## config.mk

```make
export PLATFORM = sky130hd
export DESIGN_NAME = imm_gen_pipe
export DESIGN_NICKNAME = d
export VERILOG_FILES = /design/src/rtl/imm_gen_pkg.sv /design/src/rtl/imm_gen_pipe_assemble.sv /design/src/rtl/imm_gen_pipe.sv
export SDC_FILE = /design/constraint.sdc
export NUM_CORES = 1
export LEC_CHECK = 0
export CORE_UTILIZATION = 45
export CTS_CLUSTER_SIZE = 12
export DETAILED_ROUTE_END_ITERATION = 8
export PLACE_DENSITY = 0.71
export SLEW_MARGIN = 20
export SYNTH_ARGS = -nofsm -noshare
export SYNTH_HDL_FRONTEND = slang
export SYNTH_HIERARCHICAL = 1
export SYNTH_SLANG_ARGS = --single-unit
```

## constraint.sdc

```tcl
create_clock -name clk -period 4.35 [get_ports clk]
set_clock_uncertainty 0.05 [all_clocks]
set_input_delay 0.87 -clock clk [delete_from_list [all_inputs] [get_ports clk]]
set_output_delay 0.87 -clock clk [all_outputs]
set_load 0.02 [all_outputs]
```

## src/rtl/imm_gen_pkg.sv

```systemverilog
// Shared opcode/format constants and the stage-A bundle
// for the pipelined RV32I/RV64I immediate generator.
package imm_gen_pkg;

    localparam logic [6:0] OPC_OP_IMM    = 7'b0010011;
    localparam logic [6:0] OPC_LOAD      = 7'b0000011;
    localparam logic [6:0] OPC_JALR      = 7'b1100111;
    localparam logic [6:0] OPC_FENCE     = 7'b0001111;
    localparam logic [6:0] OPC_SYSTEM    = 7'b1110011;
    localparam logic [6:0] OPC_STORE     = 7'b0100011;
    localparam logic [6:0] OPC_BRANCH    = 7'b1100011;
    localparam logic [6:0] OPC_LUI       = 7'b0110111;
    localparam logic [6:0] OPC_AUIPC     = 7'b0010111;
    localparam logic [6:0] OPC_JAL       = 7'b1101111;
    localparam logic [6:0] OPC_OP        = 7'b0110011;
    localparam logic [6:0] OPC_OP_IMM_32 = 7'b0011011;
    localparam logic [6:0] OPC_OP_32     = 7'b0111011;

    localparam logic [2:0] FMT_R   = 3'd0;
    localparam logic [2:0] FMT_I   = 3'd1;
    localparam logic [2:0] FMT_S   = 3'd2;
    localparam logic [2:0] FMT_B   = 3'd3;
    localparam logic [2:0] FMT_U   = 3'd4;
    localparam logic [2:0] FMT_J   = 3'd5;
    localparam logic [2:0] FMT_BAD = 3'd7;

    typedef struct packed {
        logic [31:0] instr;
        logic [2:0]  fmt;
    } dec_t;

    // rv64 enables the *W opcode groups; they are illegal otherwise
    function automatic logic [2:0] decode_fmt(
        input logic [6:0] opc,
        input logic       rv64
    );
        logic [2:0] f;
        f = FMT_BAD;
        unique case (1'b1)
            (opc == OPC_OP_IMM),
            (opc == OPC_LOAD),
            (opc == OPC_JALR),
            (opc == OPC_FENCE),
            (opc == OPC_SYSTEM):           f = FMT_I;
            (opc == OPC_STORE):            f = FMT_S;
            (opc == OPC_BRANCH):           f = FMT_B;
            (opc == OPC_LUI),
            (opc == OPC_AUIPC):            f = FMT_U;
            (opc == OPC_JAL):              f = FMT_J;
            (opc == OPC_OP):               f = FMT_R;
            (rv64 && opc == OPC_OP_IMM_32): f = FMT_I;
            (rv64 && opc == OPC_OP_32):    f = FMT_R;
            default:                       f = FMT_BAD;
        endcase
        return f;
    endfunction

endpackage

```

## src/rtl/imm_gen_pipe_assemble.sv

```systemverilog
// Combinational immediate assembly: slices the instruction
// by format and sign-extends from instr[31] to XLEN.
module imm_assemble
    import imm_gen_pkg::*;
#(
    parameter int XLEN          = 32,
    parameter bit BRANCH_SCALED = 1'b0
) (
    input  logic [31:0]     instr,
    input  logic [2:0]      fmt,
    output logic [XLEN-1:0] imm
);

    logic [31:0]     raw;
    logic            scale;
    logic [XLEN-1:0] ext;
    logic            unused_opc;

    assign unused_opc = ^instr[6:0];

    always_comb begin
        raw   = '0;
        scale = 1'b0;
        unique case (fmt)
            FMT_I: raw = {{20{instr[31]}}, instr[31:20]};
            FMT_S: raw = {{20{instr[31]}}, instr[31:25], instr[11:7]};
            FMT_B: begin
                raw = {{19{instr[31]}}, instr[31], instr[7],
                       instr[30:25], instr[11:8], 1'b0};
                scale = BRANCH_SCALED;
            end
            FMT_U: raw = {instr[31:12], 12'b0};
            FMT_J: begin
                raw = {{11{instr[31]}}, instr[31], instr[19:12],
                       instr[20], instr[30:21], 1'b0};
                scale = BRANCH_SCALED;
            end
            default: raw = '0;
        endcase
    end

    // raw[31] already carries the sign for every format
    always_comb begin
        ext       = {XLEN{raw[31]}};
        ext[31:0] = raw;
        imm       = ext;
        if (scale) begin
            imm = {ext[XLEN-1], ext[XLEN-1:1]};
        end
    end

endmodule

```

## src/rtl/imm_gen_pipe.sv

```systemverilog
// Two-stage valid/ready immediate generator: stage A decodes
// the format, stage B registers the assembled immediate.
module imm_gen_pipe
    import imm_gen_pkg::*;
#(
    parameter int XLEN          = 32,
    parameter bit BRANCH_SCALED = 1'b0,
    parameter bit RV64_OPS      = 1'b0
) (
    input  logic            clk,
    input  logic            rst,
    input  logic            flush,
    input  logic            in_valid,
    output logic            in_ready,
    input  logic [31:0]     instr,
    output logic            out_valid,
    input  logic            out_ready,
    output logic [XLEN-1:0] imm,
    output logic [2:0]      fmt,
    output logic            illegal
);

    localparam bit USE_RV64 = RV64_OPS && (XLEN == 64);

    logic            a_valid;
    dec_t            a_q;
    logic            b_valid;
    logic [XLEN-1:0] b_imm;
    logic [2:0]      b_fmt;
    logic            b_illegal;

    logic            a_ready;
    logic            b_ready;
    logic            a_load;
    logic            b_load;
    logic [XLEN-1:0] asm_imm;

    assign b_ready  = !b_valid || out_ready;
    assign a_ready  = !a_valid || b_ready;
    assign in_ready = a_ready;
    assign a_load   = in_valid && a_ready;
    assign b_load   = a_valid && b_ready;

    imm_assemble #(
        .XLEN          (XLEN),
        .BRANCH_SCALED (BRANCH_SCALED)
    ) u_asm (
        .instr (a_q.instr),
        .fmt   (a_q.fmt),
        .imm   (asm_imm)
    );

    // Data registers only move on a load, so outputs stay
    // bit-stable while the consumer stalls.
    always_ff @(posedge clk) begin
        if (rst) begin
            a_valid   <= 1'b0;
            a_q       <= '0;
            b_valid   <= 1'b0;
            b_imm     <= '0;
            b_fmt     <= FMT_R;
            b_illegal <= 1'b0;
        end else if (flush) begin
            a_valid <= 1'b0;
            b_valid <= 1'b0;
        end else begin
            if (a_ready) begin
                a_valid <= in_valid;
            end
            if (a_load) begin
                a_q.instr <= instr;
                a_q.fmt   <= decode_fmt(instr[6:0], USE_RV64);
            end
            if (b_ready) begin
                b_valid <= a_valid;
            end
            if (b_load) begin
                b_imm     <= asm_imm;
                b_fmt     <= a_q.fmt;
                b_illegal <= (a_q.fmt == FMT_BAD);
            end
        end
    end

    assign out_valid = b_valid;
    assign imm       = b_imm;
    assign fmt       = b_fmt;
    assign illegal   = b_illegal;

endmodule

```

**Word level (Yosys, flattened, before mapping)**

Index checks and enable logic that the tools add are counted.

- Memories kept: 0
- Word-level logic and storage cells: 38
- Input bits: 37
- Output and inout bits: 38
- Bits in writable memories: 0
- Latch bits: 0
- Register bits after elaboration: 73
- Memory bits (read-only): 0

- Bitwise gates (word level): 1
- Order comparisons: 0
- Reduce and logical (&&, ||, !) cells: 11
- Shifts and indexed selects: 0
- Div/mod/pow operators: 0
- Multipliers: 0
- Multiplexer cells: 2
- Equality and inequality tests: 17
- $add $sub $neg: 0

Operators by type and width:

| kind | count |
|---|---|
| $pmux W32 S5 | 1 |
| $eq A7 B7 Y1 const B | 4 |
| $eq A7 B6 Y1 const B | 3 |
| $pmux W3 S6 | 1 |
| $eq A7 B5 Y1 const B | 2 |
| $eq A3 B3 Y1 const B | 3 |
| $eq A7 B2 Y1 const B | 1 |
| $eq A7 B4 Y1 const B | 1 |
| $eq A3 B2 Y1 const B | 2 |
| $reduce_or A5 Y1 | 1 |
| $reduce_and A2 Y1 | 2 |
| $reduce_or A2 Y1 | 2 |
| $eq A3 B1 Y1 const B | 1 |
| $logic_and A1 B1 Y1 | 2 |
| $logic_not A1 Y1 | 2 |
| $logic_or A1 B1 Y1 | 2 |
| $not A1 Y1 | 1 |

**Depth between registers and ports, before layout**

Gate-level depths: netlist (run 1).

- Word-level depth: 5
- Mapped depth: 7
- Mapped depth without buffers: 5

**By module**

The synthesis (run 1) kept the hierarchy.

Modules (own cells, without submodules):

| module | area an instance (um2) | cells an instance | sequential area each (um2) | times used |
|---|---|---|---|---|
| imm_gen_pipe | 2756.4 | 338 | 1461.4 | 1 |
| imm_assemble | 390.4 | 66 | 0.0 | 1 |

**Least setup slack after synthesis (run 1)**

Ideal clock, no wire load.

- Kind: input port to output port
- Start point: in out_ready
- End point: out in_ready
- Cell stages on the path: 2
- Path buffers: 0
- Path slack: 2.175 ns
- Data arrival time: 1.255 ns
- Cell sequence: and3b_1 inv_1

- Longest elaborated chain between the ends: 2

RTL lines:

| what | line | text |
|---|---|---|
| start: declaration | imm_gen_pipe.sv:17 | `input logic out_ready,` |
| $logic_or A1 B1 Y1 | imm_gen_pipe.sv:38 | `assign b_ready = !b_valid \|\| out_ready;` |
| $logic_or A1 B1 Y1 | imm_gen_pipe.sv:39 | `assign a_ready = !a_valid \|\| b_ready;` |
| end: declaration | imm_gen_pipe.sv:14 | `output logic in_ready,` |

Every way passes these cells.

**Final worst setup path (run 1)**

Same ends and word-level chain as after synthesis.

==> results.txt, run 1 <==
TritonCTS built the clock tree. The effective utilization at floorplan is 0.479. For this design the static power due to leakage is 1.34 nW. In the final timing run, aggregate negative setup slack is 0 ps.

The number of CTS-inserted buffers is 9. The endpoint required time on the critical path is 3430 ps. In this run the most critical hold path is launched from fmt[0].

The number of fill cells in the layout came out at 580. After clock tree synthesis, the setup repair step added 0 buffers. In the final layout, flip-flops and latches occupy 1320 um^2. The worst-case IR drop observed on VDD is 0.000222 V. The post-synthesis net count is 413. The number of cell rows came out at 28.

The data arrival time of the critical path came out at 2280 ps. The number of cells on the critical path is 4. The post-route fraction of the period consumed by the critical path is 0.736. The overall die height is 82.5 um. The clock-pin slew on the worst setup and hold paths is 70 ps.

The area of the multi-input gates came out at 1410 um^2. The die width is 82.5 um. The remaining global-route overflow is 0. The peak clock frequency supported by timing came out at 0.312 GHz. The critical path is of the in2out type.

The startpoint of the worst-slack reg-to-reg timing path is a_q[1]. Wires add up to 6960 um. The area of the die came out at 6810 um^2. The post-layout total power is 1.28 mW. The worst hold path passes through 2 cells.

The repair_antennas step left the layout with diodes totalling 0. The sort of element at the start of the critical path is an input port. The layout net count came out at 472.

In this run the register-to-register setup slack is 2360 ps. For this design, the slowest cell found on the critical path is sky130_fd_sc_hd__clkdlybuf4s50_1. The endpoint type of the worst setup path is an output port. Entering global routing, the biggest net connects 54 pins. The synthesized instance count is 376. Counting stages on the worst path, the most repeated cell is sky130_fd_sc_hd__clkdlybuf4s50_1. The largest fanout on the critical path is 4. The routed wire length per instance came out at 13.5 um. The via count of the routed design is 2,710. In the routed design, unresolved DRC markers number 0. The area of the core came out at 6100 um^2. The relative slew slack came out at 0.353. Walking the worst path, the cells encountered are clkdlybuf4s50_1, and3b_1, inv_1, clkdlybuf4s50_1. After clock tree synthesis, the repair step resized 0 gates. After synthesis, the mean cell area works out to 7.76 um^2. The total of warnings raised by yosys came out at 6. The overall fraction of global-route tracks in use came out at 0.217. In the routed layout, each cell is associated on average with a via count of 5.26. Broken down by cell family, the worst path's largest delay share belongs to buffers and inverters.

The post-synth design cell area is 2920 um^2. The flow ran to the end, and the final reports show no timing, DRC or antenna violations. The initial antenna violation count is 0. The layout overhead on the synthesized area is 30.2%.

Setup repair after global routing left no endpoint under its margin. During I/O placement, the number of pins put on the boundary was 75. The H-tree depth reported by CTS came out at 3. The share of cells above drive strength 1 is 0.0727. The smallest clock period supported by the final layout is computed as 3200 ps. The slew at the pin closest to its max-slew limit came out at 968 ps. The path class of the tightest hold or removal check is reg2reg. The global-route wire length before repair is 11,100 um. The count of buffer and inverter cells on the critical path came out at 3.

CTS placed an instance of sky130_fd_sc_hd__clkbuf_8 at the clock tree root. The pre-antenna-repair detailed-routing pass consisted of 4 iterations. The count of pins over their slew limit came out at 0. The clock latency reported for the late side of the worst-skew pair came out at 340 ps.

The final-report hold violation count is 0. Once detailed placement completed, the half-perimeter wirelength came to 4710 um. The final RePlAce weighted congestion is 0.803. The number of I/O port buffers is 74.

The worst hold path terminates at fmt[0]. For this block, the initial DRC count from the detailed router was 178. The worst register-to-register path has a depth of 5. The hold buffer count at CTS is 0. Across the run, the number of max-cap violations was 0. The largest stage delay on the critical path came out at 600 ps. The maximum root-to-sink buffer count came out at 2. Setup violations remaining at the end of the flow were counted as 0.

Dividing total power by cell area gives a power density of 336 nW/um^2. Once detail routing completed, the nets flagged for antenna violations numbered 0. The number of global-route vias before repair came out at 2,454.

In this run the critical register-to-register path is captured at imm[21]. The number of sinks handled by clock tree synthesis is 66.
## sequential cells by signal (all words and copies together) (netlist names)
name	count
a_valid	1
fmt	3
imm	32
out_valid	1
illegal	1
a_q	28
## metrics by stage
step / cell area, um^2 / setup slack, ps / instances / util / hold slack (ps)
final: 3800 / 1150 / 515 / 0.623 / 405
after global routing: 3800 / 1080 / 515 / 0.623 / 425
after CTS: 3800 / 1150 / 515 / 0.623 / 405
after detailed placement: 3600 / 1150 / 499 / 0.590 / 396
after global placement: 3600 / 1170 / 499 / 0.590 / 391
after floorplan: 2920 / 2170 / 376 / - / 386
## worst reg2reg max path, delay by kind of cell (launching register included)
kind             cells  cell delay [ps]
AO/OA/AOI/OAI        3              810
flip-flops           1              750
AND/OR/NAND/NOR      2              240
## cell usage in the layout, fill, tap and decap left out, drive strengths merged, types with 3 or more instances in the layout
| cell | count |
|---|---|
| a21o | 8 |
| a21oi | 63 |
| a22o | 3 |
| and2 | 7 |
| buf | 5 |
| clkbuf | 10 |
| clkdlybuf4s50 | 73 |
| clkinvlp | 3 |
| dfxtp | 66 |
| mux2i | 3 |
| nand2 | 137 |
| nor2 | 6 |
| nor2b | 4 |
| nor3b | 3 |
| o21ai | 15 |
| or3b | 3 |
## routing by layer
layer,routed length (um),track usage,vias to the layer above
li1,-,-,1365
met5,0,0,-
met4,97,0.0569,0
met3,420,0.0725,9
met1,3310,0.279,1252
met2,3130,0.349,84
## final cells by class
cell class,instances,share of cell area
multi-input cells,278,0.370
flip-flops and latches,66,0.348
repair buffers,78,0.202
clock buffers,10,0.0362
well taps,75,0.0247
clock inverters,6,0.0175
inverters,2,0.00198
## where the power goes
| group | total (mW) | internal [mW] | switching (mW) |
|---|---|---|---|
| Sequential | 0.635 | 0.619 | 0.0169 |
| Combinational | 0.120 | 0.0575 | 0.0627 |
| Clock | 0.520 | 0.280 | 0.240 |
## how the worst max path moves through the flow
stage | slack, ps | end | from
finish | 1150 | in_ready | out_ready
global route | 1080 | in_ready | out_ready
CTS | 1150 | in_ready | out_ready
detailed placement | 1150 | in_ready | out_ready
global placement | 1170 | in_ready | out_ready
floorplan | 2170 | in_ready | out_ready
Note: power is estimated with default switching activity, not from simulation.
==> inputs of run 2 (changes only) <==
==> constraint.sdc (replaced) <==
create_clock -name clk -period 3.1 [get_ports clk]
set_clock_uncertainty 0.05 [all_clocks]
set_input_delay 0.62 -clock clk [delete_from_list [all_inputs] [get_ports clk]]
set_output_delay 0.62 -clock clk [all_outputs]
set_load 0.02 [all_outputs]
==> run 2 against run 1 <==
Compared with the run above:
- non-clock buffer count is 4 higher
- combinational power is 44% higher
- die area stayed put
- wire length is 1.3% higher
- core utilization is 1.1 points higher
- sequential cell count stayed put
- count of clock-buffer cells in the layout is 1 lower
- sequential share of layout area is 0.61 points lower
- first-iteration DRC count is 13% higher
- hold slack hardly changed
- global-route usage is 0.26 points higher
- worst setup slack worse by 780 ps
- critical endpoint unchanged
- highest routed layer unchanged
==> results.txt, run 2 (synthesis results as in run 1) <==
The peak supply drop was 0.000291 V (was 0.000222 V). The highest-delay cell along the critical path is sky130_fd_sc_hd__clkdlybuf4s50_1 (unchanged). The number of iterations in the first detailed-routing pass is 4 (unchanged). The most common cell after layout, fill and taps aside is sky130_fd_sc_hd__nand2_1 (unchanged). The family of cells with the greatest summed delay on the critical path is buffers and inverters (unchanged). The endpoint type of the worst setup path is an output port (unchanged). The maximum root-to-sink buffer count is 2 (unchanged).

Series of cell instances along the critical path: clkdlybuf4s50_1, and3b_1, inv_1, clkdlybuf4s50_1 (unchanged). The internal power of the cells was 1.49 mW (was 0.956 mW). The static power due to leakage came out at 1.38 nW (was 1.34 nW).

The final period demand of the worst path is 2730 ps. The die width came out at 82.5 um (unchanged). The number of CTS-inserted buffers is 9 (unchanged). The non-filler instance count after layout came to 519 (was 515). The count of buffer and inverter cells on the critical path was 3 (unchanged).

The area of the core came to 6100 um^2 (unchanged). The clock-pin slew on the worst setup and hold paths came to 70 ps (about the same). The DRC marker count from the first detailed-route iteration is 201 (was 178). The final-layout worst hold slack came out at 404 ps (was 405 ps). The layout net count came to 476 (was 472).

The detailed-route DRC error count is 0 (unchanged). The path type of the worst setup path is in2out (unchanged). The clock latency reported for the late side of the worst-skew pair came out at 340 ps (about the same).

The via count of the routed design is 2,731 (was 2,710). The H-tree depth reported by CTS came to 3 (unchanged). The cell area after placement is 3630 um^2 (was 3600 um^2).

The root buffer selected by CTS is sky130_fd_sc_hd__clkbuf_8 (unchanged). The post-detailed-route count of antenna-violating nets is 0 (unchanged). The share of cells above drive strength 1 came out at 0.0811 (was 0.0727). The number of global-route vias before repair is 2,456 (was 2,454). The library cell appearing most often on the critical path was sky130_fd_sc_hd__clkdlybuf4s50_1 (unchanged). The number of I/O port buffers came out at 74 (unchanged).

The via-per-instance ratio came out at 5.26 (about the same). The number of sinks handled by clock tree synthesis is 66 (unchanged). The overall fraction of global-route tracks in use was 0.220 (was 0.217). The largest net degree at the start of global routing was 67 (was 54). The remaining global-route overflow is 0 (unchanged).

The effective utilization at floorplan came out at 0.479 (unchanged). The half-perimeter wire length after placement came out at 4700 um (was 4710 um). The largest stage delay on the critical path is 610 ps (was 600 ps). The number of violations of the max-capacitance limit was 0 (unchanged). The layout overhead on the synthesized area is 32.5% (was 30.2%). The post-CTS repair timing setup buffer count is 0 (unchanged).

Most used cells in the layout excluding fill and tap cells: 137 x sky130_fd_sc_hd__nand2_1, 73 x sky130_fd_sc_hd__clkdlybuf4s50_1, 66 x sky130_fd_sc_hd__dfxtp_1, 63 x sky130_fd_sc_hd__a21oi_1, 10 x sky130_fd_sc_hd__o21ai_0 (was 137 x sky130_fd_sc_hd__nand2_1, 73 x sky130_fd_sc_hd__clkdlybuf4s50_1, 66 x sky130_fd_sc_hd__dfxtp_1, 63 x sky130_fd_sc_hd__a21oi_1). The relative slew slack came out at 0.554 (was 0.353). The count of pins on the block boundary is 75 (unchanged). The number of fill cells in the layout is 553 (was 580). The TritonCTS clock tree is yes (unchanged). The hold buffer count at CTS came out at 0 (unchanged). The largest fanout on the critical path came out at 4 (unchanged). Setup repair after global routing missed its margin: no (unchanged). Run status: completed (unchanged). The switching power total came out at 0.443 mW (was 0.320 mW). The data arrival time of the critical path came out at 2060 ps (was 2280 ps). The post-route fraction of the period consumed by the critical path is 0.880. The post-CTS resize count is 0 (unchanged). The switching part of the total is 0.230 (was 0.251). The final-report hold violation count is 0 (unchanged).

The number of endpoints failing setup at the final stage is 0 (unchanged). The path category of the worst min-delay check is reg2reg (unchanged). The clock share of power is 0.448 (was 0.408). The number of flip-flops in the largest register came out at 32 (unchanged). The overall die height is 82.5 um (unchanged). The sort of element at the start of the critical path is an input port (unchanged). The slew at the pin closest to its max-slew limit was 669 ps (was 968 ps).

The count of pins over their slew limit was 0 (unchanged). The total wirelength of the detailed-routed design was 7040 um (was 6960 um). The power density over cell area was 499 nW/um^2 (was 336 nW/um^2). The initial antenna violation count is 0 (unchanged).

The antenna cell count is 0 (unchanged). The sum of negative setup slack is 0 ps (unchanged). The routed wire length per instance was 13.6 um (was 13.5 um). The global-route wire length before repair came out at 11,200 um (was 11,100 um). The count of placed standard cells including taps came out at 503 (was 499). The combinational cell fraction of total power is 0.090 (was 0.094).

The final cell area excluding filler cells is 3870 um^2 (was 3800 um^2). The number of cell rows came to 28 (unchanged). The final RePlAce weighted congestion is 0.811 (was 0.803). The part of the power in registers is 0.462 (was 0.498). The area of the die came to 6810 um^2 (unchanged). Static timing analysis puts the maximum clock frequency at 0.366 GHz. The endpoint required time on the critical path came to 2430 ps (was 3430 ps).
run 2: cell count changes in the layout (fill, tap and decap cells not counted):
cell and change:
sky130_fd_sc_hd__buf_4 +4, sky130_fd_sc_hd__clkinvlp_4 -3, sky130_fd_sc_hd__bufinv_16 +2, sky130_fd_sc_hd__clkbuf_8 -1, sky130_fd_sc_hd__clkinv_2 +1, sky130_fd_sc_hd__clkinv_4 +1
run 2: worst register-to-register path: cells and delay by family, from the launching register on:
kind            cells  cell delay [ps]
simple gates        2              230
compound gates      3              750
flops               1              630
run 2: path summary, 6_finish.rpt:
path              startpoint       end  slack [ps]  cells past startpoint
setup / recovery   out_ready  in_ready         370                      4
hold / removal       imm[25]   imm[25]         400                      2
setup reg to reg      a_q[1]   imm[26]        1300                      5
hold reg to reg      imm[25]   imm[25]         400                      2
run 2: power by group through the flow:
| stage | registers, mW | clock network, mW | logic, mW |
|---|---|---|---|
| 2_1_floorplan | 0.902 | 0 | 0.107 |
| 3_3_place_gp | 0.908 | 0 | 0.170 |
| 3_5_place_dp | 0.909 | 0 | 0.172 |
| 4_1_cts | 0.890 | 0.874 | 0.173 |
| 5_1_grt | 0.893 | 0.917 | 0.189 |
| 6_report | 0.890 | 0.865 | 0.173 |
run 2: cell type report:
cell class	instances	area, um^2	area share
clock buffer	9	124	0.0320
clock inverter	7	118	0.0304
inverter	2	7.51	0.00194
multi-input combinational	278	1410	0.364
sequential	66	1320	0.342
tap	75	93.8	0.0243
timing repair buffer	82	796	0.206
run 2: metrics by stage:
step | setup slack, ps | power (mW) | util
final | 370 | 1.93 | 0.634
after global routing | 313 | 2.00 | 0.634
after CTS | 378 | 1.94 | 0.634
after detailed placement | 383 | 1.08 | 0.595
after global placement | 420 | 1.08 | 0.595
after floorplan | 1380 | 1.01 | -
run 2: layer usage:
metal	up-vias	routed length [um]	GRT usage
met5	-	0	0
met4	0	137	0.0897
met3	16	431	0.0451
met2	86	3160	0.353
met1	1257	3310	0.287
li1	1372	-	-
==> inputs of run 3 (changes only) <==
--- a/config.mk
+++ b/config.mk
@@ -8,6 +8,7 @@
 export CORE_UTILIZATION = 45
 export CTS_CLUSTER_SIZE = 12
 export DETAILED_ROUTE_END_ITERATION = 8
+export MAX_ROUTING_LAYER = met4
 export PLACE_DENSITY = 0.71
 export SLEW_MARGIN = 20
 export SYNTH_ARGS = -nofsm -noshare
==> run 3 against run 2 <==
Compared with the run above:
- power rose by 0.18%
- sequential cell count is the same
- sequential power is essentially flat
- sequential share of layout area is the same
- largest power group unchanged
- core utilization unchanged
- critical endpoint unchanged
- die area unchanged
- non-clock buffer count is the same
- clock power about the same
- largest cell class unchanged
==> results.txt, run 3 (synthesis results as in run 1) <==
The slack of the worst reg-to-reg path came out at 1290 ps (was 1300 ps). The global-route wire length before repair came out at 11,200 um (about the same). The final-report hold violation count was 0 (unchanged). The number of fill cells in the layout was 553 (unchanged). The worst min-delay path startpoint was imm[25] (unchanged). The number of sinks handled by clock tree synthesis came out at 66 (unchanged). The sort of element at the start of the critical path is an input port (unchanged). The final period demand of the worst path is 2730 ps (about the same). The detailed-route DRC error count came out at 0 (unchanged). The overall die height is 82.5 um (unchanged). The number of endpoints failing setup at the final stage came to 0 (unchanged). The share of cells above drive strength 1 came out at 0.0811 (unchanged). The largest net degree at the start of global routing is 67 (unchanged).

The number of global-route vias before repair came out at 2,450 (was 2,456). The most used routing layer is met2 (unchanged). The antenna cell count is 0 (unchanged). The initial antenna violation count is 0 (unchanged). The relative slew slack came out at 0.548 (was 0.554). The area of the multi-input gates is 1410 um^2 (unchanged). The pre-CTS setup slack came out at 383 ps (unchanged). The number of iterations in the first detailed-routing pass was 4 (unchanged). The static power due to leakage came out at 1.38 nW (unchanged).

The path category of the worst min-delay check is reg2reg (unchanged). The power density over cell area came out at 500 nW/um^2 (was 499 nW/um^2). The startpoint of the worst-slack reg-to-reg timing path is a_q[1] (unchanged). The global routing met3 resource utilization came out at 0.0429 (was 0.0451). The overall fraction of global-route tracks in use came out at 0.226 (was 0.220). The root buffer selected by CTS is sky130_fd_sc_hd__clkbuf_8 (unchanged). The count of pins over their slew limit was 0 (unchanged). The H-tree depth reported by CTS is 3 (unchanged).

The endpoint of the worst hold path was imm[25] (unchanged). The post-CTS resize count is 0 (unchanged). The hold buffer count at CTS came out at 0 (unchanged). The total wirelength of the detailed-routed design came out at 7040 um (about the same). The data arrival time of the critical path came to 2060 ps (about the same). The die width is 82.5 um (unchanged).

The area of the die came out at 6810 um^2 (unchanged). The cell depth of the worst flop-to-flop path is 5 (unchanged). The path type of the worst setup path was in2out (unchanged). The number of violations of the max-capacitance limit came out at 0 (unchanged). The clock-pin slew on the worst setup and hold paths is 70 ps (about the same). The endpoint type of the worst setup path was an output port (unchanged).

The remaining global-route overflow was 0 (unchanged). Run status: completed (unchanged). The register area is 1320 um^2 (unchanged). The clock latency reported for the late side of the worst-skew pair is 340 ps (about the same). The layout net count came out at 476 (unchanged).

The count of pins on the block boundary is 75 (unchanged). The post-CTS repair timing setup buffer count is 0 (unchanged). The routed wire length per instance came to 13.6 um (about the same). The number of I/O port buffers came out at 74 (unchanged). Setup repair after global routing missed its margin: no (unchanged).

The DRC marker count from the first detailed-route iteration came to 224 (was 201). The hold path depth was 2 (unchanged). The final-layout worst hold slack is 404 ps (about the same).

The maximum root-to-sink buffer count came out at 2 (unchanged). The worst-case setup margin in the final layout was 371 ps (was 370 ps). The peak supply drop came to 0.000291 V (about the same). The slew at the pin closest to its max-slew limit is 678 ps (was 669 ps). The post-detailed-route count of antenna-violating nets was 0 (unchanged).

Most used cells in the layout excluding fill and tap cells: 137 x sky130_fd_sc_hd__nand2_1, 73 x sky130_fd_sc_hd__clkdlybuf4s50_1, 66 x sky130_fd_sc_hd__dfxtp_1, 63 x sky130_fd_sc_hd__a21oi_1, 10 x sky130_fd_sc_hd__o21ai_0 (unchanged). The layout overhead on the synthesized area came out at 32.5% (unchanged). The capture instance of the worst register-to-register path was imm[26] (unchanged). The via-per-instance ratio is 5.29 (was 5.26). The number of CTS-inserted buffers is 9 (unchanged). The sum of negative setup slack was 0 ps (unchanged). The peak clock frequency supported by timing came out at 0.366 GHz (about the same).

The most common cell after layout, fill and taps aside was sky130_fd_sc_hd__nand2_1 (unchanged). The met1 track demand over resource in global routing is 0.287 (unchanged). The post-route fraction of the period consumed by the critical path was 0.880 (about the same). The met2 usage in global routing is 0.353 (unchanged). The number of cell rows came out at 28 (unchanged). The final RePlAce weighted congestion is 0.823 (was 0.811). The effective utilization at floorplan is 0.479 (unchanged). The post-layout total power is 1.93 mW (about the same). The half-perimeter wire length after placement is 4700 um (unchanged).

The number of flip-flops in the largest register is 32 (unchanged). The endpoint required time on the critical path is 2430 ps (about the same). The TritonCTS clock tree is yes (unchanged). The area of the core is 6100 um^2 (unchanged).

The via count of the routed design was 2,743 (was 2,731). The largest fanout on the critical path came out at 4 (unchanged).
## run 3: report_power, final
group	total (mW)	internal, mW	switching, mW
clock	0.868	0.534	0.335
sequential	0.890	0.868	0.0222
combinational	0.174	0.0839	0.0898
## run 3: worst max path at each step
| stage | start | endpoint | slack [ps] | cells after the start |
|---|---|---|---|---|
| detailed placement | out_ready | in_ready | 380 | 4 |
| global route | out_ready | in_ready | 310 | 4 |
| finish | out_ready | in_ready | 370 | 4 |
| global placement | out_ready | in_ready | 420 | 4 |
| CTS | out_ready | in_ready | 380 | 4 |
| floorplan | instr[6] | a_q[1] | 1380 | 5 |
## run 3: through the flow
stage,cell area [um^2],util,std cells
detailed placement,3630,0.595,503
CTS,3870,0.634,519
global placement,3630,0.595,503
global route,3870,0.634,519
floorplan,2920,-,376
finish,3870,0.634,519
## run 3: layout make-up
class	count	share of cell area
sequential	66	0.342
inverter	2	0.00194
timing repair buffer	82	0.206
multi-input combinational	278	0.364
clock buffer	9	0.0320
tap	75	0.0243
clock inverter	7	0.0304
## run 3: worst max-delay path, stage by stage
cell,delay [ps]
sky130_fd_sc_hd__clkdlybuf4s50_1,490
sky130_fd_sc_hd__and3b_1,240
sky130_fd_sc_hd__inv_1,90
sky130_fd_sc_hd__clkdlybuf4s50_1,610
## run 3: layer usage
metal	part of all wire	wire length (um)	up-vias
met2	0.45	3180	86
met4	0.019	136	0
met3	0.054	378	16
met1	0.48	3350	1265
li1	-	-	1376
met5	0	0	-
